File: config.mk
export PLATFORM = sky130hd
export DESIGN_NAME = router_pkt_tx
export DESIGN_NICKNAME = d
export VERILOG_FILES = /design/src/rtl/router_pkt_tx_pkg.sv /design/src/rtl/router_tx_buf.sv /design/src/rtl/router_pkt_tx.sv
export SDC_FILE = /design/constraint.sdc
export NUM_CORES = 1
export LEC_CHECK = 0
export ABC_AREA = 1
export BUFFER_PORTS_ARGS = -buffer_cell sky130_fd_sc_hd__buf_2
export CAP_MARGIN = 20
export CORE_ASPECT_RATIO = 0.5
export CORE_MARGIN = 4
export CORE_UTILIZATION = 50
export CTS_CLUSTER_DIAMETER = 200
export DETAILED_ROUTE_END_ITERATION = 12
export MAX_ROUTING_LAYER = met4
export PLACE_DENSITY = 0.72
export SYNTH_ARGS = -nofsm -noshare
export SYNTH_HDL_FRONTEND = slang
export SYNTH_HIERARCHICAL = 1
export SYNTH_SLANG_ARGS = --single-unit
File: constraint.sdc
create_clock -name clock -period 2.41 [get_ports clock]
set_input_delay 0.723 -clock clock [delete_from_list [all_inputs] [get_ports clock]]
set_output_delay 0.723 -clock clock [all_outputs]
set_load 0.01 [all_outputs]
File: src/rtl/router_pkt_tx_pkg.sv
// rtl/router_pkt_tx_pkg.sv - shared types and header field layout for the router packet transmitter
package router_pkt_tx_pkg;

  localparam int ADDR_W = 2;
  localparam int LEN_W  = 6;
  localparam int DATA_W = 8;
  localparam int BUF_DEPTH = 1 << LEN_W;

  localparam logic [ADDR_W-1:0] INVALID_DEST = 2'd3;

  typedef enum logic [2:0] {
    S_IDLE,
    S_LOAD,
    S_HEADER,
    S_PAYLOAD,
    S_PARITY,
    S_GAP
  } state_t;

  function automatic logic [DATA_W-1:0] make_header(input logic [ADDR_W-1:0] dest,
                                                    input logic [LEN_W-1:0] len);
    return {len, dest};
  endfunction

endpackage

File: src/rtl/router_tx_buf.sv
// rtl/router_tx_buf.sv - 64x8 payload buffer, synchronous write, combinational read
module router_tx_buf
  import router_pkt_tx_pkg::*;
(
  input  logic              clock,
  input  logic              wr_en,
  input  logic [LEN_W-1:0]  wr_addr,
  input  logic [DATA_W-1:0] wr_data,
  input  logic [LEN_W-1:0]  rd_addr,
  output logic [DATA_W-1:0] rd_data
);

  // Contents are always written before being read, so no reset is needed.
  logic [DATA_W-1:0] mem [BUF_DEPTH];

  always_ff @(posedge clock) begin
    if (wr_en) begin
      mem[wr_addr] <= wr_data;
    end
  end

  assign rd_data = mem[rd_addr];

endmodule

File: src/rtl/router_pkt_tx.sv
// rtl/router_pkt_tx.sv - buffers a payload, then streams header, payload and parity to a router port
module router_pkt_tx
  import router_pkt_tx_pkg::*;
#(
  parameter int GAP_CYCLES = 2
) (
  input  logic              clock,
  input  logic              resetn,
  input  logic              req_valid,
  input  logic [ADDR_W-1:0] req_dest,
  input  logic [LEN_W-1:0]  req_len,
  output logic              req_ready,
  input  logic [DATA_W-1:0] pl_data,
  input  logic              pl_valid,
  output logic              pl_ready,
  input  logic              busy,
  output logic              pkt_valid,
  output logic [DATA_W-1:0] pkt_data,
  output logic              done,
  output logic              cfg_err
);

  // GAP_CYCLES must be at least 1; the gap counter runs 0..GAP_CYCLES-1.
  localparam logic [7:0] GAP_LAST = 8'(GAP_CYCLES - 1);

  state_t            state, state_nxt;
  logic [ADDR_W-1:0] dest_q;
  logic [LEN_W-1:0]  len_q;
  logic [LEN_W-1:0]  count;
  logic [LEN_W-1:0]  index;
  logic [DATA_W-1:0] parity;
  logic [7:0]        gap_cnt;
  logic              buf_wr;
  logic [DATA_W-1:0] buf_rd;
  logic [DATA_W-1:0] header;
  logic [LEN_W-1:0]  len_last;
  logic              req_bad;

  assign header   = make_header(dest_q, len_q);
  assign len_last = len_q - 6'd1;
  assign req_bad  = (req_dest == INVALID_DEST) || (req_len == '0);

  router_tx_buf u_buf (
    .clock   (clock),
    .wr_en   (buf_wr),
    .wr_addr (count),
    .wr_data (pl_data),
    .rd_addr (index),
    .rd_data (buf_rd)
  );

  always_ff @(posedge clock or negedge resetn) begin
    if (!resetn) begin
      state <= S_IDLE;
    end else begin
      state <= state_nxt;
    end
  end

  // Stream outputs decode from state only, so they hold naturally while busy is high.
  always_comb begin
    state_nxt = state;
    req_ready = 1'b0;
    pl_ready  = 1'b0;
    pkt_valid = 1'b0;
    pkt_data  = '0;
    buf_wr    = 1'b0;
    case (state)
      S_IDLE: begin
        req_ready = 1'b1;
        if (req_valid && !req_bad) state_nxt = S_LOAD;
      end
      S_LOAD: begin
        pl_ready = 1'b1;
        buf_wr   = pl_valid;
        if (pl_valid && count == len_last) state_nxt = S_HEADER;
      end
      S_HEADER: begin
        pkt_valid = 1'b1;
        pkt_data  = header;
        if (!busy) state_nxt = S_PAYLOAD;
      end
      S_PAYLOAD: begin
        pkt_valid = 1'b1;
        pkt_data  = buf_rd;
        if (!busy && index == len_last) state_nxt = S_PARITY;
      end
      S_PARITY: begin
        pkt_data = parity;
        if (!busy) state_nxt = S_GAP;
      end
      S_GAP: begin
        if (gap_cnt == GAP_LAST) state_nxt = S_IDLE;
      end
      default: state_nxt = S_IDLE;
    endcase
  end

  always_ff @(posedge clock or negedge resetn) begin
    if (!resetn) begin
      dest_q  <= '0;
      len_q   <= '0;
      count   <= '0;
      index   <= '0;
      parity  <= '0;
      gap_cnt <= '0;
      done    <= 1'b0;
      cfg_err <= 1'b0;
    end else begin
      done    <= 1'b0;
      cfg_err <= 1'b0;
      case (state)
        S_IDLE: begin
          if (req_valid) begin
            if (req_bad) begin
              cfg_err <= 1'b1;
            end else begin
              dest_q <= req_dest;
              len_q  <= req_len;
              count  <= '0;
            end
          end
        end
        S_LOAD: begin
          if (pl_valid) count <= count + 6'd1;
        end
        S_HEADER: begin
          if (!busy) begin
            parity <= header;
            index  <= '0;
          end
        end
        S_PAYLOAD: begin
          if (!busy) begin
            parity <= parity ^ buf_rd;
            index  <= index + 6'd1;
          end
        end
        S_PARITY: begin
          if (!busy) begin
            done    <= 1'b1;
            gap_cnt <= '0;
          end
        end
        S_GAP: begin
          gap_cnt <= gap_cnt + 8'd1;
        end
        default: ;
      endcase
    end
  end

endmodule

=== Word-level counts from Yosys, hierarchy flattened ===
Memories as Yosys holds them, arrays and structs flattened.
Cells that the tools add are included.

* Memories kept: 1
* Register bits after elaboration: 41
* Memory bits (writable): 512
* Output and inout port bits: 13
* Word-level logic and storage cells: 83

{| class="wikitable"
|+ Memories
! memory !! depth !! bits a word !! read ports !! clocked after Yosys merged registers in !! wr ports !! RTL line !! text
|-
| u_buf.mem || 64 || 8 || 1 || 0 || 1 || router_tx_buf.sv:14 || <nowiki>logic [DATA_W-1:0] mem [BUF_DEPTH];</nowiki>
|}

* Add/sub/neg operators: 4
* Reductions and logical operators: 17
* Eq/ne operators: 19
* Bitwise logic cells: 2
* Multiplexer cells: 31

{| class="wikitable"
|+ Operators with widths
! operator !! count
|-
| 8-bit one-hot mux with 2 select lines || 2
|-
| 6-bit two-way mux || 5
|-
| 8-bit two-way mux || 3
|-
| 6-bit one-hot mux with 2 select lines || 2
|-
| 8-bit one-hot mux with 3 select lines || 1
|-
| 2-bit inequality test (second input constant) || 10
|-
| 3-bit two-way mux || 6
|-
| 3-bit one-hot mux with 6 select lines || 1
|-
| 6-bit by 1-bit adder with 6-bit output (second input constant) || 2
|-
| 6-bit equality test || 2
|-
| 1-bit two-way mux || 11
|-
| 8-bit by 1-bit adder with 8-bit output (second input constant) || 1
|-
| 8-bit by 1-bit equality test with 1-bit output (second input constant) || 1
|-
| 8-bit XOR || 1
|-
| 3-bit by 2-bit equality test with 1-bit output (second input constant) || 2
|-
| 3-bit equality test (second input constant) || 2
|-
| 6-bit logical NOT || 1
|-
| 3-bit AND reduction || 2
|-
| 6-bit AND reduction || 1
|-
| 2-bit nonzero test || 3
|-
| 6-bit by 1-bit subtractor with 6-bit output (second input constant) || 1
|-
| 4-bit AND reduction || 1
|-
| 3-bit by 1-bit equality test with 1-bit output (second input constant) || 1
|-
| 1-bit logical AND || 3
|-
| other kinds (7) || 8
|}

=== Logic depth before layout (Yosys ltp) ===
* Depth in word-level cells: 6
* Mapped depth: 15
* Depth with buffers taken out: 14

=== Modules after synthesis ===
The synthesis kept the hierarchy.

{| class="wikitable"
|+ Modules (own cells, without submodules)
! module !! times used !! area each (µm²) !! seq. area each (µm²) !! cells an instance
|-
| router_tx_buf || 1 || 21,179.1 || 15,374.7 || 1,797
|-
| router_pkt_tx || 1 || 2,474.9 || 1,026.0 || 337
|}

=== Least setup slack after synthesis ===
OpenSTA, ideal clock, no wires.

* Kind: reg2reg
* Start: register state[1]
* End: memory u_buf.mem[48][0], enable pin
* Stages on the path, launching flop included: 7
* Arrival time: 2,380 ps
* Path buffers: 1
* Slack: -364 ps
* Cell sequence: dfrtp_1 > nor3_2 > nand2_1 > inv_1 > clkbuf_1 > nand4_1 > nor4_1

* Longest elaborated chain between the ends: 4

{| class="wikitable"
|+ Ends and longest elaborated chain
! item !! RTL line !! text
|-
| start: declaration || router_pkt_tx.sv:26 || <nowiki>state_t state, state_nxt;</nowiki>
|-
| start signal: assignment || router_pkt_tx.sv:56 || <nowiki>state <= state_nxt;</nowiki>
|-
| 3-bit by 1-bit equality test with 1-bit output || router_pkt_tx.sv:68 || <nowiki>case (state)</nowiki>
|-
| 1-bit two-way mux || router_pkt_tx.sv:68 ||
|-
| named net buf_wr || router_pkt_tx.sv:33 || <nowiki>logic buf_wr;</nowiki>
|-
| 1-bit two-way mux || router_tx_buf.sv:17 || <nowiki>if (wr_en) begin</nowiki>
|-
| 1-bit two-way mux (implied by the code) || router_tx_buf.sv:18 || <nowiki>mem[wr_addr] <= wr_data;</nowiki>
|-
| end: declaration || router_tx_buf.sv:14 ||
|}

The timed path passes the listed nets, and every way through them passes these cells.

=== Worst setup path in the final report ===
* Start: register index[1]
* End: output port pkt_data[3]

* Longest elaborated chain between the ends: 2

{| class="wikitable"
|+ Ends and longest elaborated chain
! item !! RTL line !! text
|-
| start: declaration || router_pkt_tx.sv:30 || <nowiki>logic [LEN_W-1:0] index;</nowiki>
|-
| start signal: assignment || router_pkt_tx.sv:136 || <nowiki>index <= index + 6'd1;</nowiki>
|-
| memory 64 x 8 bit || n/a ||
|-
| named net buf_rd[3] || router_pkt_tx.sv:34 || <nowiki>logic [DATA_W-1:0] buf_rd;</nowiki>
|-
| 8-bit one-hot mux with 3 select lines || router_pkt_tx.sv:68 ||
|-
| end: declaration || router_pkt_tx.sv:18 || <nowiki>output logic [DATA_W-1:0] pkt_data,</nowiki>
|}

The timed path passes the listed nets, and every way through them passes these cells.

==> qor.yml <==
status: "finished, violations left"
violations: "setup timing"
numCtsBuffers: 49
ir_drop_v: 0.0006715
fin_cells: 2939
firstDrtPassIters: 6
clkLatencyLatePin_ns: 0.59
final-hold-violation-count: 0
seq_area_frac_synth: 0.6934
die_w_um: 315.6
r2r_slack_ns: 0.17
dp_cells: 2839
nFillCells: 3671
timing.rr.start: "index[0]"
num_rows: 56
yosys-top-cells-count: "nand2_1 (719), edfxtp_1 (512), nand3_1 (469)"
worst_slack_ns: -1.028
place.gp.congestion: 0.9179
viasPerCell: 5.705
crit_start: "index[1]"
synth.top_cell.area_share: 0.6500
grt_pass1_wl_um: 92830
synth_top_area_cell: "edfxtp_1"
power_per_cell_area_nw_per_um2: 1117
p_leak_nw: 10.43
drv_cap: 0
r2r_cells: 13
synth_area_um2: 23650
worstSetupPathType: "reg -> out"
regArea_um2: 16410
synth_warnings: 6
use_met1: 0.3496
fp.dieArea_um2: 51060
min_path_type: "in -> async"
cts.clk_slew.worst_paths_ns: 0.07
tightest_slew_ns: 0.7665
crit_end: "pkt_data[3]"
ios: 34
grt_overflow: 0
cts_max_level: 2
timing.hold.ws_ns: 0.2202
cp_max_fo: 18
p_total_w: 0.03082
synth_area_per_cell_um2: 11.08
skew_ns: 0.01961
cts_buffer_depth: 3
post-route-drc-count: 0
syn_inst: 2134
r2r-end: "parity[2]"
grt_max_degree: 65
final.min_clock_period_ns: 3.438
rsz0062_at_grt: "yes"
report.final.slew_viol_count: 0
grtUsageMet2: 0.3612
yosys.cell_types.count: 36
async_flop_share: 0.07414
synth_ff_type: "edfxtp_1"
synth_seq_cells: 553
cts_root_buffer: "clkbuf_16"
ant_nets: 0
routed_wl_um: 60510
drive_gt1_frac: 0.1630
synth.most_common_cell: "nand2_1"
core_um2: 46800
cts_tree: "done"
synth_fa_ha_area_frac: 0.002645
synth_top_family_by_area: "simple AND/OR/NAND/NOR gates"
post-route-period-util: 1.427
synth_simple_gate_area_frac: 0.2387
muxShareOfSynthArea: 0
worstPathArrival_ns: 2.72
final_util: 0.5895
die_h_um: 161.8
hpwl_um: 36090
syn_nets: 2160
start_kind: "register"
use_met3: 0.04947
synth-compound-area-share: 0.01873
initial_utilization: 0.5054
antenna_found_initial: 0
fmax_mhz: 290.8
io_buffers: 33
nets: 2288
worst_ep_required_time_ns: 1.69
wl_per_cell_um: 20.59
busiest_layer: "met2"
setup_viol: 8
drt-initial-drc-count: 2024
synth-xor-area-share: 0.0003703
syn_to_final_growth_pct: 16.65
synth_edf_count: 512
place_ws_ns: -0.5801
critPathCaptureType: "output port"
vias: 16770
synthTopCellsByArea: "edfxtp_1 (65%), nand2_1 (11%), nand3_1 (9.9%)"
grt_pass1_vias: 16070
cts_sinks: 553
track_usage: 0.2441
multi_input_area_um2: 6656
slew_headroom: 0.4890
[per-stage QoR]
| step | setup TNS [ns] | area (µm²) |
|---|---|---|
| floorplan | -4.320 | 23720 |
| global placement | -3.947 | 25350 |
| detailed placement | -4.143 | 25350 |
| CTS | -7.934 | 27540 |
| global route | -9.008 | 27590 |
| finish | -8.077 | 27590 |
[cells by family after synthesis]
family                     Yosys count
xor gates and xnor gates             1
AOI/OAI and AO/OA                   74
and+or+nand+nor                   1315
DFF                                553
adders and majority gates            5
buffers and inverters              186
[worst min path at each step]
stage / to / slack, ns / cells past startpoint / from
2_1_floorplan: cfg_err / 0.43 / 0 / resetn
3_3_place_gp: dest_q[0] / 0.51 / 2 / dest_q[0]
3_5_place_dp: dest_q[0] / 0.51 / 2 / dest_q[0]
4_1_cts: len_q[5] / 0.23 / 1 / resetn
5_1_grt: gap_cnt[6] / 0.26 / 1 / resetn
6_report: gap_cnt[6] / 0.22 / 1 / resetn
[critical path, cell delays in order (launching register included)]
cell	delay (ns)
dfrtp_4	0.56
inv_8	0.14
buf_12	0.19
buf_12	0.14
nand3_1	0.08
nand3_1	0.13
nand2_1	0.08
nand2_1	0.10
nand3_2	0.14
nand3_1	0.11
nand2_2	0.08
nand2_1	0.09
o221ai_1	0.11
buf_2	0.16
[sequential cells by signal, summed over array words and instances (netlist names), 2 cells and up]
register,count
parity,8
len_q,6
u_buf/mem,512
index,6
state,3
dest_q,2
gap_cnt,8
count,6
[repair_timing]
action | 4_1_cts | 5_1_grt
gates resized for setup | 104 | 12
setup endpoints to repair | 8 | 8
buffers inserted | 3 | 0
pin swaps | 19 | 3
hold buffers | 0 | 0
cloned | 7 | 0
[metal layers]
| layer | part of all wire | routed length, µm |
|---|---|---|
| met1 | 0.42 | 25260 |
| met2 | 0.45 | 27130 |
| met3 | 0.11 | 6745 |
| met4 | 0.023 | 1380 |
| met5 | 0 | 0 |
[placed cells by master (no fill, tap or decap), types with 3 or more instances in the layout]
cell type	synthesis	routed
buf_2	42	33
clkinv_1	1	12
nor2_1	86	86
clkinv_2	0	7
buf_6	35	5
a21oi_1	21	21
nor4_2	0	7
nand3_2	1	49
buf_12	0	24
ha_1	5	5
clkbuf_16	0	50
a22oi_1	8	8
clkbuf_1	15	14
inv_2	6	6
o221ai_1	6	5
nor3_1	8	8
nand2_2	2	27
nand3_1	469	413
nand2_1	719	691
nand2_4	0	3
buf_4	14	121
bufbuf_16	0	3
inv_1	60	59
o21ai_0	23	23
dfrtp_1	41	37
nand3_4	0	8
nand4_1	15	15
buf_16	0	8
o22ai_1	10	10
edfxtp_1	512	512
[report_power, final]
| part | switching (W) | internal (W) | total (W) |
|---|---|---|---|
| sequential | 0.000310 | 0.0108 | 0.0111 |
| combinational | 0.00804 | 0.00417 | 0.0122 |
| clock | 0.00339 | 0.00410 | 0.00749 |
[area by class of cell]
class                           instances  share of cell area
Sequential cell                       553              0.5948
Multi-Input combinational cell       1395              0.2412
Timing Repair Buffer                  194             0.06988
Clock buffer                           66             0.04825
Tap cell                              638             0.02893
Inverter                               68            0.009976
Clock inverter                         23            0.006530
Timing Repair inverter                  1           0.0003174
Antenna cell                            1          0.00009069
(Power assumes the default switching activity.)
